## config.mk

```make
export PLATFORM = sky130hd
export DESIGN_NAME = mem_port_arbiter_flat
export DESIGN_NICKNAME = d
export VERILOG_FILES = /design/src/rtl/mem_arb_pkg.sv /design/src/rtl/mem_port_arbiter_if.sv /design/src/rtl/rr_arb2.sv /design/src/rtl/mem_port_arbiter.sv /design/src/flat_wrapper.sv
export SDC_FILE = /design/constraint.sdc
export NUM_CORES = 1
export LEC_CHECK = 0
export ABC_AREA = 1
export BUFFER_PORTS_ARGS = -buffer_cell sky130_fd_sc_hd__buf_2
export CORE_ASPECT_RATIO = 0.5
export CORE_MARGIN = 2
export CORE_UTILIZATION = 49
export CTS_BUF_LIST = sky130_fd_sc_hd__clkbuf_8
export CTS_CLUSTER_DIAMETER = 40
export DETAILED_ROUTE_END_ITERATION = 7
export PLACE_DENSITY = 0.9
export SETUP_SLACK_MARGIN = 0.4
export SLEW_MARGIN = 20
export SYNTH_ARGS = -nofsm -noshare
export SYNTH_HDL_FRONTEND = slang
export SYNTH_HIERARCHICAL = 1
export SYNTH_SLANG_ARGS = --single-unit
```

## constraint.sdc

```tcl
create_clock -name clk -period 2.2 [get_ports clk]
set_input_delay 0.55 -clock clk [delete_from_list [all_inputs] [get_ports clk]]
set_output_delay 0.55 -clock clk [all_outputs]
set_load 0.005 [all_outputs]
```

## src/rtl/mem_arb_pkg.sv

```systemverilog
// Shared types and constants for the two-port main-memory arbiter.
package mem_arb_pkg;

  typedef enum logic [1:0] {
    IDLE = 2'd0,
    BUSY = 2'd1,
    RESP = 2'd2
  } state_e;

  typedef enum logic {
    OP_RD = 1'b0,
    OP_WR = 1'b1
  } op_e;

  localparam logic PORT_IMEM = 1'b0;
  localparam logic PORT_DMEM = 1'b1;

  // Wide enough for any DWIDTH up to 64; users slice the low DWIDTH bits.
  localparam int ERR_MAX_W = 64;
  localparam logic [ERR_MAX_W-1:0] ERR_RDATA = '1;

  function automatic int timer_width(input int timeout);
    return (timeout < 1) ? 1 : $clog2(timeout + 1);
  endfunction

endpackage

```

## src/rtl/mem_port_arbiter_if.sv

```systemverilog
// Bundles both cache-side requester ports and the main-memory port.
interface mem_port_arbiter_if #(
  parameter int AWIDTH = 9,
  parameter int DWIDTH = 32
);
  logic              p0_rd;
  logic              p0_wr;
  logic [AWIDTH-1:0] p0_addr;
  logic [DWIDTH-1:0] p0_wdata;
  logic [DWIDTH-1:0] p0_rdata;
  logic              p0_ready;
  logic              p0_err;

  logic              p1_rd;
  logic              p1_wr;
  logic [AWIDTH-1:0] p1_addr;
  logic [DWIDTH-1:0] p1_wdata;
  logic [DWIDTH-1:0] p1_rdata;
  logic              p1_ready;
  logic              p1_err;

  logic              rd_mem;
  logic              wr_mem;
  logic [AWIDTH-1:0] addr_mem;
  logic [DWIDTH-1:0] data_mem_out;
  logic [DWIDTH-1:0] data_mem_in;
  logic              ready_mem;

  logic [1:0]        grant;
  logic              busy;

  // Arbiter side.
  modport slave (
    input  p0_rd, p0_wr, p0_addr, p0_wdata,
    input  p1_rd, p1_wr, p1_addr, p1_wdata,
    input  data_mem_in, ready_mem,
    output p0_rdata, p0_ready, p0_err,
    output p1_rdata, p1_ready, p1_err,
    output rd_mem, wr_mem, addr_mem, data_mem_out,
    output grant, busy
  );

  // Requester / memory-model side.
  modport master (
    output p0_rd, p0_wr, p0_addr, p0_wdata,
    output p1_rd, p1_wr, p1_addr, p1_wdata,
    output data_mem_in, ready_mem,
    input  p0_rdata, p0_ready, p0_err,
    input  p1_rdata, p1_ready, p1_err,
    input  rd_mem, wr_mem, addr_mem, data_mem_out,
    input  grant, busy
  );

endinterface

```

## src/rtl/rr_arb2.sv

```systemverilog
// Combinational two-way round-robin pick; on a tie the port that was not
// granted last time wins.
module rr_arb2
  import mem_arb_pkg::*;
(
  input  logic [1:0] i_req,
  input  logic       i_last_grant,
  output logic [1:0] o_gnt
);

  always_comb begin
    o_gnt = 2'b00;
    case (i_req)
      2'b01:   o_gnt = 2'b01;
      2'b10:   o_gnt = 2'b10;
      2'b11:   o_gnt = (i_last_grant == PORT_IMEM) ? 2'b10 : 2'b01;
      default: o_gnt = 2'b00;
    endcase
  end

endmodule

```

## src/rtl/mem_port_arbiter.sv

```systemverilog
// Shares the single main-memory port between the instruction-cache (port 0)
// and data-cache (port 1) refill paths with round-robin fairness and timeout.
module mem_port_arbiter
  import mem_arb_pkg::*;
#(
  parameter int AWIDTH  = 9,
  parameter int DWIDTH  = 32,
  parameter int TIMEOUT = 64
) (
  input  logic              clk,
  input  logic              reset,
  mem_port_arbiter_if.slave bus
);

  localparam logic [1:0] S_IDLE = IDLE;
  localparam logic [1:0] S_BUSY = BUSY;
  localparam logic [1:0] S_RESP = RESP;

  localparam int TW    = timer_width(TIMEOUT);
  localparam int TLIM  = (TIMEOUT > 0) ? TIMEOUT - 1 : 0;
  localparam bit TO_EN = (TIMEOUT > 0);

  logic [1:0]        w_req;
  logic [1:0]        w_gnt;
  logic              w_pick;
  logic              w_pick_rd;
  logic              w_pick_wr;
  logic [AWIDTH-1:0] w_pick_addr;
  logic [DWIDTH-1:0] w_pick_wdata;
  logic              w_illegal;
  logic              w_start;
  logic              w_timeout;

  logic [1:0]        r_state;
  logic              r_last;
  logic              r_win;
  logic              r_op;
  logic [TW-1:0]     r_timer;
  logic              r_rd_mem;
  logic              r_wr_mem;
  logic [AWIDTH-1:0] r_addr_mem;
  logic [DWIDTH-1:0] r_data_mem_out;
  logic [1:0]        r_grant;
  logic              r_busy;

  assign w_req = {bus.p1_rd | bus.p1_wr, bus.p0_rd | bus.p0_wr};

  rr_arb2 u_rr_arb2 (
    .i_req        (w_req),
    .i_last_grant (r_last),
    .o_gnt        (w_gnt)
  );

  assign w_pick       = w_gnt[1] ? PORT_DMEM : PORT_IMEM;
  assign w_pick_rd    = w_pick ? bus.p1_rd    : bus.p0_rd;
  assign w_pick_wr    = w_pick ? bus.p1_wr    : bus.p0_wr;
  assign w_pick_addr  = w_pick ? bus.p1_addr  : bus.p0_addr;
  assign w_pick_wdata = w_pick ? bus.p1_wdata : bus.p0_wdata;
  assign w_illegal    = w_pick_rd & w_pick_wr;
  assign w_start      = (r_state == S_IDLE) && (w_req != 2'b00);
  assign w_timeout    = TO_EN && (r_timer == TW'(TLIM));

  always_ff @(posedge clk) begin
    if (reset) begin
      r_state        <= S_IDLE;
      r_last         <= PORT_DMEM;
      r_win          <= PORT_IMEM;
      r_op           <= OP_RD;
      r_timer        <= '0;
      r_rd_mem       <= 1'b0;
      r_wr_mem       <= 1'b0;
      r_addr_mem     <= '0;
      r_data_mem_out <= '0;
      r_grant        <= 2'b00;
      r_busy         <= 1'b0;
    end else begin
      case (r_state)
        S_IDLE: begin
          if (w_start) begin
            r_grant        <= w_gnt;
            r_last         <= w_pick;
            r_win          <= w_pick;
            r_op           <= w_pick_wr ? OP_WR : OP_RD;
            r_addr_mem     <= w_pick_addr;
            r_data_mem_out <= w_pick_wdata;
            r_timer        <= '0;
            r_busy         <= 1'b1;
            // A simultaneous read+write never reaches memory.
            if (w_illegal) begin
              r_state <= S_RESP;
            end else begin
              r_state  <= S_BUSY;
              r_rd_mem <= ~w_pick_wr;
              r_wr_mem <= w_pick_wr;
            end
          end
        end
        S_BUSY: begin
          r_timer <= r_timer + TW'(1);
          if (bus.ready_mem || w_timeout) begin
            r_rd_mem <= 1'b0;
            r_wr_mem <= 1'b0;
            r_state  <= S_RESP;
          end
        end
        S_RESP: begin
          r_state <= S_IDLE;
          r_grant <= 2'b00;
          r_busy  <= 1'b0;
        end
        default: begin
          r_state  <= S_IDLE;
          r_grant  <= 2'b00;
          r_busy   <= 1'b0;
          r_rd_mem <= 1'b0;
          r_wr_mem <= 1'b0;
        end
      endcase
    end
  end

  // Per-port completion pulse, error qualifier and sticky read data.
  generate
    for (genvar gi = 0; gi < 2; gi++) begin : g_port
      logic              r_ready;
      logic              r_err;
      logic [DWIDTH-1:0] r_rdata;
      logic              w_mine;

      assign w_mine = (r_win == 1'(gi));

      always_ff @(posedge clk) begin
        if (reset) begin
          r_ready <= 1'b0;
          r_err   <= 1'b0;
          r_rdata <= '0;
        end else begin
          r_ready <= 1'b0;
          r_err   <= 1'b0;
          if (w_start && w_illegal && (w_pick == 1'(gi))) begin
            r_ready <= 1'b1;
            r_err   <= 1'b1;
          end else if ((r_state == S_BUSY) && w_mine) begin
            // Completion beats timeout when both land in the same cycle.
            if (bus.ready_mem) begin
              r_ready <= 1'b1;
              if (r_op == OP_RD) begin
                r_rdata <= bus.data_mem_in;
              end
            end else if (w_timeout) begin
              r_ready <= 1'b1;
              r_err   <= 1'b1;
              r_rdata <= ERR_RDATA[DWIDTH-1:0];
            end
          end
        end
      end
    end
  endgenerate

  assign bus.p0_ready     = g_port[0].r_ready;
  assign bus.p0_err       = g_port[0].r_err;
  assign bus.p0_rdata     = g_port[0].r_rdata;
  assign bus.p1_ready     = g_port[1].r_ready;
  assign bus.p1_err       = g_port[1].r_err;
  assign bus.p1_rdata     = g_port[1].r_rdata;
  assign bus.rd_mem       = r_rd_mem;
  assign bus.wr_mem       = r_wr_mem;
  assign bus.addr_mem     = r_addr_mem;
  assign bus.data_mem_out = r_data_mem_out;
  assign bus.grant        = r_grant;
  assign bus.busy         = r_busy;

endmodule

```

## src/flat_wrapper.sv

```systemverilog
// flat-port wrapper written by rule: the top's interface ports become plain ports
module mem_port_arbiter_flat import mem_arb_pkg::*;
#(
  parameter int AWIDTH  = 9,
  parameter int DWIDTH  = 32,
  parameter int TIMEOUT = 64
)
  (clk, reset, bus_p0_rd, bus_p0_wr, bus_p0_addr, bus_p0_wdata, bus_p1_rd, bus_p1_wr, bus_p1_addr, bus_p1_wdata, bus_data_mem_in, bus_ready_mem, bus_p0_rdata, bus_p0_ready, bus_p0_err, bus_p1_rdata, bus_p1_ready, bus_p1_err, bus_rd_mem, bus_wr_mem, bus_addr_mem, bus_data_mem_out, bus_grant, bus_busy);
  mem_port_arbiter_if #(.AWIDTH(AWIDTH), .DWIDTH(DWIDTH)) bus_i ();
  input  logic clk;
  input  logic reset;
  input wire logic [$bits(bus_i.p0_rd)-1:0] bus_p0_rd;
  input wire logic [$bits(bus_i.p0_wr)-1:0] bus_p0_wr;
  input wire logic [$bits(bus_i.p0_addr)-1:0] bus_p0_addr;
  input wire logic [$bits(bus_i.p0_wdata)-1:0] bus_p0_wdata;
  input wire logic [$bits(bus_i.p1_rd)-1:0] bus_p1_rd;
  input wire logic [$bits(bus_i.p1_wr)-1:0] bus_p1_wr;
  input wire logic [$bits(bus_i.p1_addr)-1:0] bus_p1_addr;
  input wire logic [$bits(bus_i.p1_wdata)-1:0] bus_p1_wdata;
  input wire logic [$bits(bus_i.data_mem_in)-1:0] bus_data_mem_in;
  input wire logic [$bits(bus_i.ready_mem)-1:0] bus_ready_mem;
  output wire logic [$bits(bus_i.p0_rdata)-1:0] bus_p0_rdata;
  output wire logic [$bits(bus_i.p0_ready)-1:0] bus_p0_ready;
  output wire logic [$bits(bus_i.p0_err)-1:0] bus_p0_err;
  output wire logic [$bits(bus_i.p1_rdata)-1:0] bus_p1_rdata;
  output wire logic [$bits(bus_i.p1_ready)-1:0] bus_p1_ready;
  output wire logic [$bits(bus_i.p1_err)-1:0] bus_p1_err;
  output wire logic [$bits(bus_i.rd_mem)-1:0] bus_rd_mem;
  output wire logic [$bits(bus_i.wr_mem)-1:0] bus_wr_mem;
  output wire logic [$bits(bus_i.addr_mem)-1:0] bus_addr_mem;
  output wire logic [$bits(bus_i.data_mem_out)-1:0] bus_data_mem_out;
  output wire logic [$bits(bus_i.grant)-1:0] bus_grant;
  output wire logic [$bits(bus_i.busy)-1:0] bus_busy;
  assign bus_i.p0_rd = bus_p0_rd;
  assign bus_i.p0_wr = bus_p0_wr;
  assign bus_i.p0_addr = bus_p0_addr;
  assign bus_i.p0_wdata = bus_p0_wdata;
  assign bus_i.p1_rd = bus_p1_rd;
  assign bus_i.p1_wr = bus_p1_wr;
  assign bus_i.p1_addr = bus_p1_addr;
  assign bus_i.p1_wdata = bus_p1_wdata;
  assign bus_i.data_mem_in = bus_data_mem_in;
  assign bus_i.ready_mem = bus_ready_mem;
  assign bus_p0_rdata = bus_i.p0_rdata;
  assign bus_p0_ready = bus_i.p0_ready;
  assign bus_p0_err = bus_i.p0_err;
  assign bus_p1_rdata = bus_i.p1_rdata;
  assign bus_p1_ready = bus_i.p1_ready;
  assign bus_p1_err = bus_i.p1_err;
  assign bus_rd_mem = bus_i.rd_mem;
  assign bus_wr_mem = bus_i.wr_mem;
  assign bus_addr_mem = bus_i.addr_mem;
  assign bus_data_mem_out = bus_i.data_mem_out;
  assign bus_grant = bus_i.grant;
  assign bus_busy = bus_i.busy;
  mem_port_arbiter #(.AWIDTH(AWIDTH), .DWIDTH(DWIDTH), .TIMEOUT(TIMEOUT)) u_core (.clk(clk), .reset(reset), .bus(bus_i));
endmodule
```

### Word level (Yosys, flattened, before mapping)

Index checks and enable logic that the tools add are counted.

| word-level totals | value |
|---|---|
| register bits after elaboration | 126 |
| input port bits | 121 |

| cells by class | value |
|---|---|
| add/subtract/negate cells | 1 |
| equality and inequality tests | 10 |
| muxes and demuxes | 39 |
| bitwise logic cells | 10 |
| reduce and logical (&&, ||, !) cells | 18 |

Operator list:

| operator | count |
|---|---|
| 32-bit two-way mux | 4 |
| 1-bit two-way mux | 21 |
| 7-bit one-hot mux with 2 select lines | 1 |
| 4-bit AND reduction | 3 |
| 2-bit two-way mux | 5 |
| 9-bit two-way mux | 1 |
| 2-bit one-hot mux with 2 select lines | 2 |
| 2-bit AND reduction | 4 |
| 7-bit by 1-bit adder with 7-bit output (second input constant) | 1 |
| 7-bit by 6-bit == test with 1-bit output (second input constant) | 1 |
| 7-bit two-way mux | 1 |
| 1-bit NOT | 7 |
| 2-bit == test (second input constant) | 3 |
| 1-bit logical AND | 6 |
| 1-bit one-hot mux with 3 select lines | 2 |
| 2-bit one-hot mux with 3 select lines | 1 |
| 2-bit nonzero test | 3 |
| 2-bit by 1-bit == test with 1-bit output (second input constant) | 2 |
| 2-bit by 1-bit inequality test with 1-bit output (second input constant) | 2 |
| 2-bit inequality test (second input constant) | 2 |
| 2-bit logical NOT | 1 |
| 1-bit bitwise OR | 2 |
| 1-bit one-hot mux with 2 select lines | 1 |
| 1-bit bitwise AND | 1 |
| 1-bit logical OR | 1 |

### Depth between registers and ports, before layout

| logic depth | value |
|---|---|
| word-level depth | 10 |
| gate-level depth with buffers | 15 |
| mapped depth without buffers | 14 |

### Cells and area by module

Netlist, hierarchy kept.

Modules (own cells, without submodules):

| module | instances | cells each | area an instance (um^2) |
|---|---|---|---|
| mem_port_arbiter | 1 | 681 | 5454.0 |
| rr_arb2 | 1 | 5 | 20.0 |

### Least setup slack after synthesis

Ideal clock, no wire load.

| path | value |
|---|---|
| kind | input to register |
| start | input bus_p1_rd |
| end | register u_core.r_rd_mem (netlist: u_core/bus.rd_mem) |
| arrival time | 1.638 ns |
| data required time | 2.087 ns |
| slack | 0.449 ns |
| stages | 15 |
| cells stage by stage | nor2_1 -> inv_1 -> inv_1 -> a21oi_1 -> buf_2 -> inv_2 -> nand2_1 -> nand2_1 -> nand2_1 -> nand2_1 -> nand2_1 -> nand3_1 -> nand2_1 -> nand2_1 -> nor2_1 |

| on the way | value |
|---|---|
| cells in the longest elaborated chain, start to end | 9 |
| elaborated cells on any way between the ends | 18 |
| classes of those cells | eq/ne: 5; mux: 7; bitwise: 3; reduce/logical: 3 |

RTL lines:

| element | line | text |
|---|---|---|
| from (decl) | flat_wrapper.sv:16 | `input wire logic [$bits(bus_i.p1_rd)-1:0] bus_p1_rd;` |
| 1-bit bitwise OR * | mem_port_arbiter.sv:46 | `assign w_req = {bus.p1_rd \| bus.p1_wr, bus.p0_rd \| bus.p0_wr};` |
| named net u_core.w_req[1] | mem_port_arbiter.sv:23 | `logic [1:0] w_req;` |
| 2-bit == test or 2-bit by 1-bit == test with 1-bit output (tied branches) | rr_arb2.sv:13 | `case (i_req)` |
| 2-bit one-hot mux with 3 select lines * | rr_arb2.sv:13 |  |
| named net u_core.w_gnt[1] | mem_port_arbiter.sv:24 | `logic [1:0] w_gnt;` |
| 1-bit two-way mux * | mem_port_arbiter.sv:54 | `assign w_pick = w_gnt[1] ? PORT_DMEM : PORT_IMEM;` |
| 1-bit two-way mux | mem_port_arbiter.sv:56 | `assign w_pick_wr = w_pick ? bus.p1_wr : bus.p0_wr;` |
| 1-bit NOT | mem_port_arbiter.sv:93 | `r_rd_mem <= ~w_pick_wr;` |
| 1-bit two-way mux | mem_port_arbiter.sv:89 | `if (w_illegal) begin` |
| 1-bit two-way mux | mem_port_arbiter.sv:79 | `if (w_start) begin` |
| 1-bit one-hot mux with 3 select lines | mem_port_arbiter.sv:77 | `case (r_state)` |
| to (signal assigned) | mem_port_arbiter.sv:93 |  |
| to (decl) | mem_port_arbiter.sv:39 | `logic r_rd_mem;` |

The timed path passes the listed nets; every way through them passes the cells marked *. The select of a mux whose other input is x is not followed.
A chain may end at the register's enable or synchronous reset.

### Worst setup path after layout

| path | value |
|---|---|
| start | register u_core.r_timer[1] |
| end | register u_core.g_port[0].r_rdata[15] (netlist: u_core/bus.p0_rdata[15]) |

| on the way | value |
|---|---|
| cells in the longest elaborated chain, start to end | 3 |

RTL lines:

| element | line | text |
|---|---|---|
| from (decl) | mem_port_arbiter.sv:38 | `logic [TW-1:0] r_timer;` |
| from (signal assigned) | mem_port_arbiter.sv:99 | `r_timer <= r_timer + TW'(1);` |
| 7-bit by 6-bit == test with 1-bit output | mem_port_arbiter.sv:61 | `assign w_timeout = TO_EN && (r_timer == TW'(TLIM));` |
| 2-bit nonzero test (no line) | - |  |
| 4-bit AND reduction (no line) | - |  |
| to (signal assigned) | mem_port_arbiter.sv:148 | `r_rdata <= bus.data_mem_in;` |
| to (signal assigned) | mem_port_arbiter.sv:153 | `r_rdata <= ERR_RDATA[DWIDTH-1:0];` |
| to (decl) | mem_port_arbiter.sv:127 | `logic [DWIDTH-1:0] r_rdata;` |

Every way passes these cells.

==> metrics.md <==
| Metric | Value |
|---|---|
| Clock Skews | 0.0107 ns |
| Register area share after synthesis | a little under half |
| Hold Path Class | primary input to flop |
| Max_slew headroom | between 60% and 70% |
| Sw frac | between 30% and 40% |
| Critical path arrival | 2.03 ns |
| Yosys warns | 6 |
| Syn Inst Count | 686 |
| WP data required | about 2.5 ns |
| Area of the mapped netlist | about 5500 µm² |
| Internal power | about 4.4 mW |
| Via/cell ratio | 5.02 |
| Commonest non-fill, non-tap cell in the layout | buf_2 |
| CTS Buffer Depth | 2 |
| DP Wirelength | 9610 µm |
| Fmax | roughly 0.57 GHz |
| CP max-delay cell | dfxtp_1 |
| Mean post-synth cell area | about 8 µm² |
| Core ar. | 10,900 µm² |
| Post-layout min period | roughly 1.7 ns |
| Number of antenna cells inserted | 0 |
| Initial core utilization | between 50% and 60% |
| Max-cap violations | 0 |
| Gr usage total | 22.6% |
| Count of cell types in the netlist | 28 |
| Die height | ~80 µm |
| Total power | ~6.3 mW |
| RSZ-0062 raised after global routing | true |
| Post-CTS Setup Inserts | 0 |
| Via count of the routed design | around 5,300 |
| Root Driver | clkbuf_8 |
| Port bufs | 234 |
| Hold Startpoint | bus_p0_wdata[22] |
| Fin. Hold Viols | 0 |
| CTS tree | done |
| Worst Path Buf+Inv | 1 |
| Multi-input gate area | between 2000 and 2500 µm² |
| Latest clock arrival within the worst-skew pair | ~0.42 ns |
| Fin util | between 60 and 70% |
| Net switching power | slightly below 2 mW |
| Cell Chain, Critical Path | ha_2 -> nand2_2 -> nor2_2 -> nand2_2 -> nand2_4 -> nand3_4 -> buf_12 -> o21ai_1 -> a21oi_2 |
| Row count | 27 |
| Period utilisation layout | roughly 79% |
| Setup TNS | 0 ns |
| Largest delay share family, worst path | simple AND/OR/NAND/NOR gates |
| First-pass GRT wire length | approximately 23,000 µm |
| Seq pwr share | 43.6% |
| Post-Place Cells | 1,031 |
| Crit path max fanout | 64 |
| Area growth from synthesis to layout | 30.0% |
| Yosys reg bits | between 100 and 150 |
| Clock share of power | between 30% and 40% |
| Routed Antenna Nets | 0 |
| Io pins | between 200 and 250 |
| Final nets | roughly 1,000 |
| Sink Count | about 130 |
| Worst setup path class | flop to flop |
| Layout cells sized above 1 | a little over two fifths |
| Net count after synthesis | between 800 and 900 |
| Routed WL | ~14,000 µm |
| Register area | around 2500 µm² |
| Iter 0 DRT Violations | 340 |
| Peak VDD IR | 0.398 mV |
| GRT overflow | 0 |
| Cts hold-fix bufs | 0 |
| WL per Instance | between 10 and 15 µm |
| Final Setup Violations | 0 |
| R2R Path Start | u_core/r_timer[1] |
| Placer Congestion | ~0.86 |
| Max Slew Vio Count | 0 |
| Initial antenna violation count | 0 |
| Clock transition at the registers of the reported paths | about 0.080 ns |
| Final Non-Filler Cells | around 1,100 |
| CTS HTree Levels | 4 |
| Largest net degree at the start of global routing | just over 80 |
| Full die area | approximately 12,000 µm² |
| CP max stage delay | about 0.38 ns |
| Status | complete, no violations |
| Die width | between 150 and 200 µm |
| 1st-pass router iterations | 4 |
| Fillers | around 910 |
| Crit path top cell by count | nand2_2 |
| Combinational share of power | about 23% |
| Num CTS Buffers | 17 |
| Most frequent cells in the layout | 234 x buf_2, 130 x nand2_1, 125 x dfxtp_1, 82 x inv_1, 67 x o21ai_1 |
| Vias in the first global route | 5,035 |
| Startpoint Class | flop |
| Pwr Density | approximately 890 nW/µm² |
| Leak | 3.24 nW |
| # DRC | 0 |
| Crit. End Element | flop |
| Setup crit start | u_core/r_timer[1] |
| Slew of the pin with the lowest slew margin | approximately 0.46 ns |
## metal layers
| layer | vias to the layer above | wire length, µm | track usage, % |
|---|---|---|---|
| met5 | - | 0 | 0 |
| met4 | 0 | 312 | 10.6 |
| met3 | 27 | 808 | 5.90 |
| met2 | 188 | 6880 | 40.1 |
| met1 | 2428 | 5870 | 25.8 |
| li1 | 2692 | - | - |
## kinds of logic after synthesis
group                      after synthesis  share of synthesized area [%]
AOI/OAI and AO/OA                      231                           26.1
adders and majority gates                1                          0.229
buffers and inverters                  130                           10.9
DFF                                    126                           46.1
and+or+nand+nor                        198                           16.7
## cell usage after synthesis
library cell / instances / area, µm²
nand2_1: 130 / 488
dfxtp_1: 126 / 2520
inv_1: 81 / 304
o21ai_1: 69 / 345
a21oi_2: 56 / 490
a31oi_1: 41 / 257
o21ai_0: 38 / 190
or2_2: 32 / 200
clkbuf_1: 25 / 93.8
a21oi_1: 23 / 115
buf_6: 12 / 135
nand3_1: 11 / 55.1
nor2_1: 10 / 37.5
buf_2: 6 / 30.0
nor2_4: 3 / 33.8
nor3_1: 3 / 15.0
o21ai_2: 3 / 26.3
buf_4: 2 / 15.0
inv_2: 2 / 7.51
nand2_2: 2 / 12.5
nand3_4: 2 / 35.0
nand4_1: 2 / 12.5
nor2_2: 2 / 12.5
buf_1: 1 / 3.75
ha_1: 1 / 12.5
inv_4: 1 / 6.26
nand2_4: 1 / 11.3
o22ai_1: 1 / 6.26
## flip-flops by register name, indices dropped and copies added (netlist names), 2 cells and up
| signal | cells |
|---|---|
| u_core/bus.p1_rdata | 32 |
| u_core/bus.p0_rdata | 32 |
| u_core/r_timer | 7 |
| u_core/bus.addr_mem | 9 |
| u_core/bus.data_mem_out | 32 |
| u_core/r_state | 2 |
| u_core/bus.grant | 2 |
## through the flow
stage / worst slack (ns) / area, µm² / hold WS, ns
2_1_floorplan: 0.449 / 5470 / 0.441
3_3_place_gp: 0.407 / 6690 / 0.430
3_5_place_dp: 0.317 / 6690 / 0.435
4_1_cts: 0.452 / 7110 / 0.363
5_1_grt: 0.392 / 7120 / 0.360
6_report: 0.456 / 7120 / 0.390
## what timing repair did
| item | 4_1_cts | 5_1_grt |
|---|---|---|
| hold endpoints to repair | 0 | 0 |
| resized for setup | 0 | 4 |
| endpoints found under the setup margin | 0 | 52 |
## power groups by stage
stage          combinational [mW]  clock [mW]  sequential (mW)
2_1_floorplan               0.869           0             2.81
3_3_place_gp                 1.41           0             2.78
3_5_place_dp                 1.45           0             2.80
4_1_cts                      1.45        2.15             2.75
5_1_grt                      1.63        2.25             2.79
6_report                     1.46        2.10             2.76
## worst reg2reg max path: stages, from the launching register on
cell     delay (ns)
dfxtp_1        0.38
ha_2           0.22
nand2_2        0.07
nor2_2         0.14
nand2_2        0.11
nand2_4        0.11
nand3_4        0.07
buf_12         0.20
o21ai_1        0.27
a21oi_2        0.05
## path summary, 6_finish.rpt
kind | to | slack [ns] | cells past startpoint
setup / recovery | u_core/bus.p0_rdata[15] | 0.46 | 9
hold / removal | u_core/bus.data_mem_out[22] | 0.39 | 3
setup reg to reg | u_core/bus.p0_rdata[15] | 0.46 | 9
hold reg to reg | u_core/bus.p1_rdata[31] | 0.45 | 2
## layout make-up
class / count / share of cell area [%]
flip-flops and latches: 126 / 35.5
clock inverters: 12 / 2.02
repair buffers: 246 / 18.2
multi-input cells: 430 / 33.4
clock buffers: 20 / 3.87
well taps: 145 / 2.55
inverters: 84 / 4.46
No activity file was read; power rests on OpenSTA's default activity.
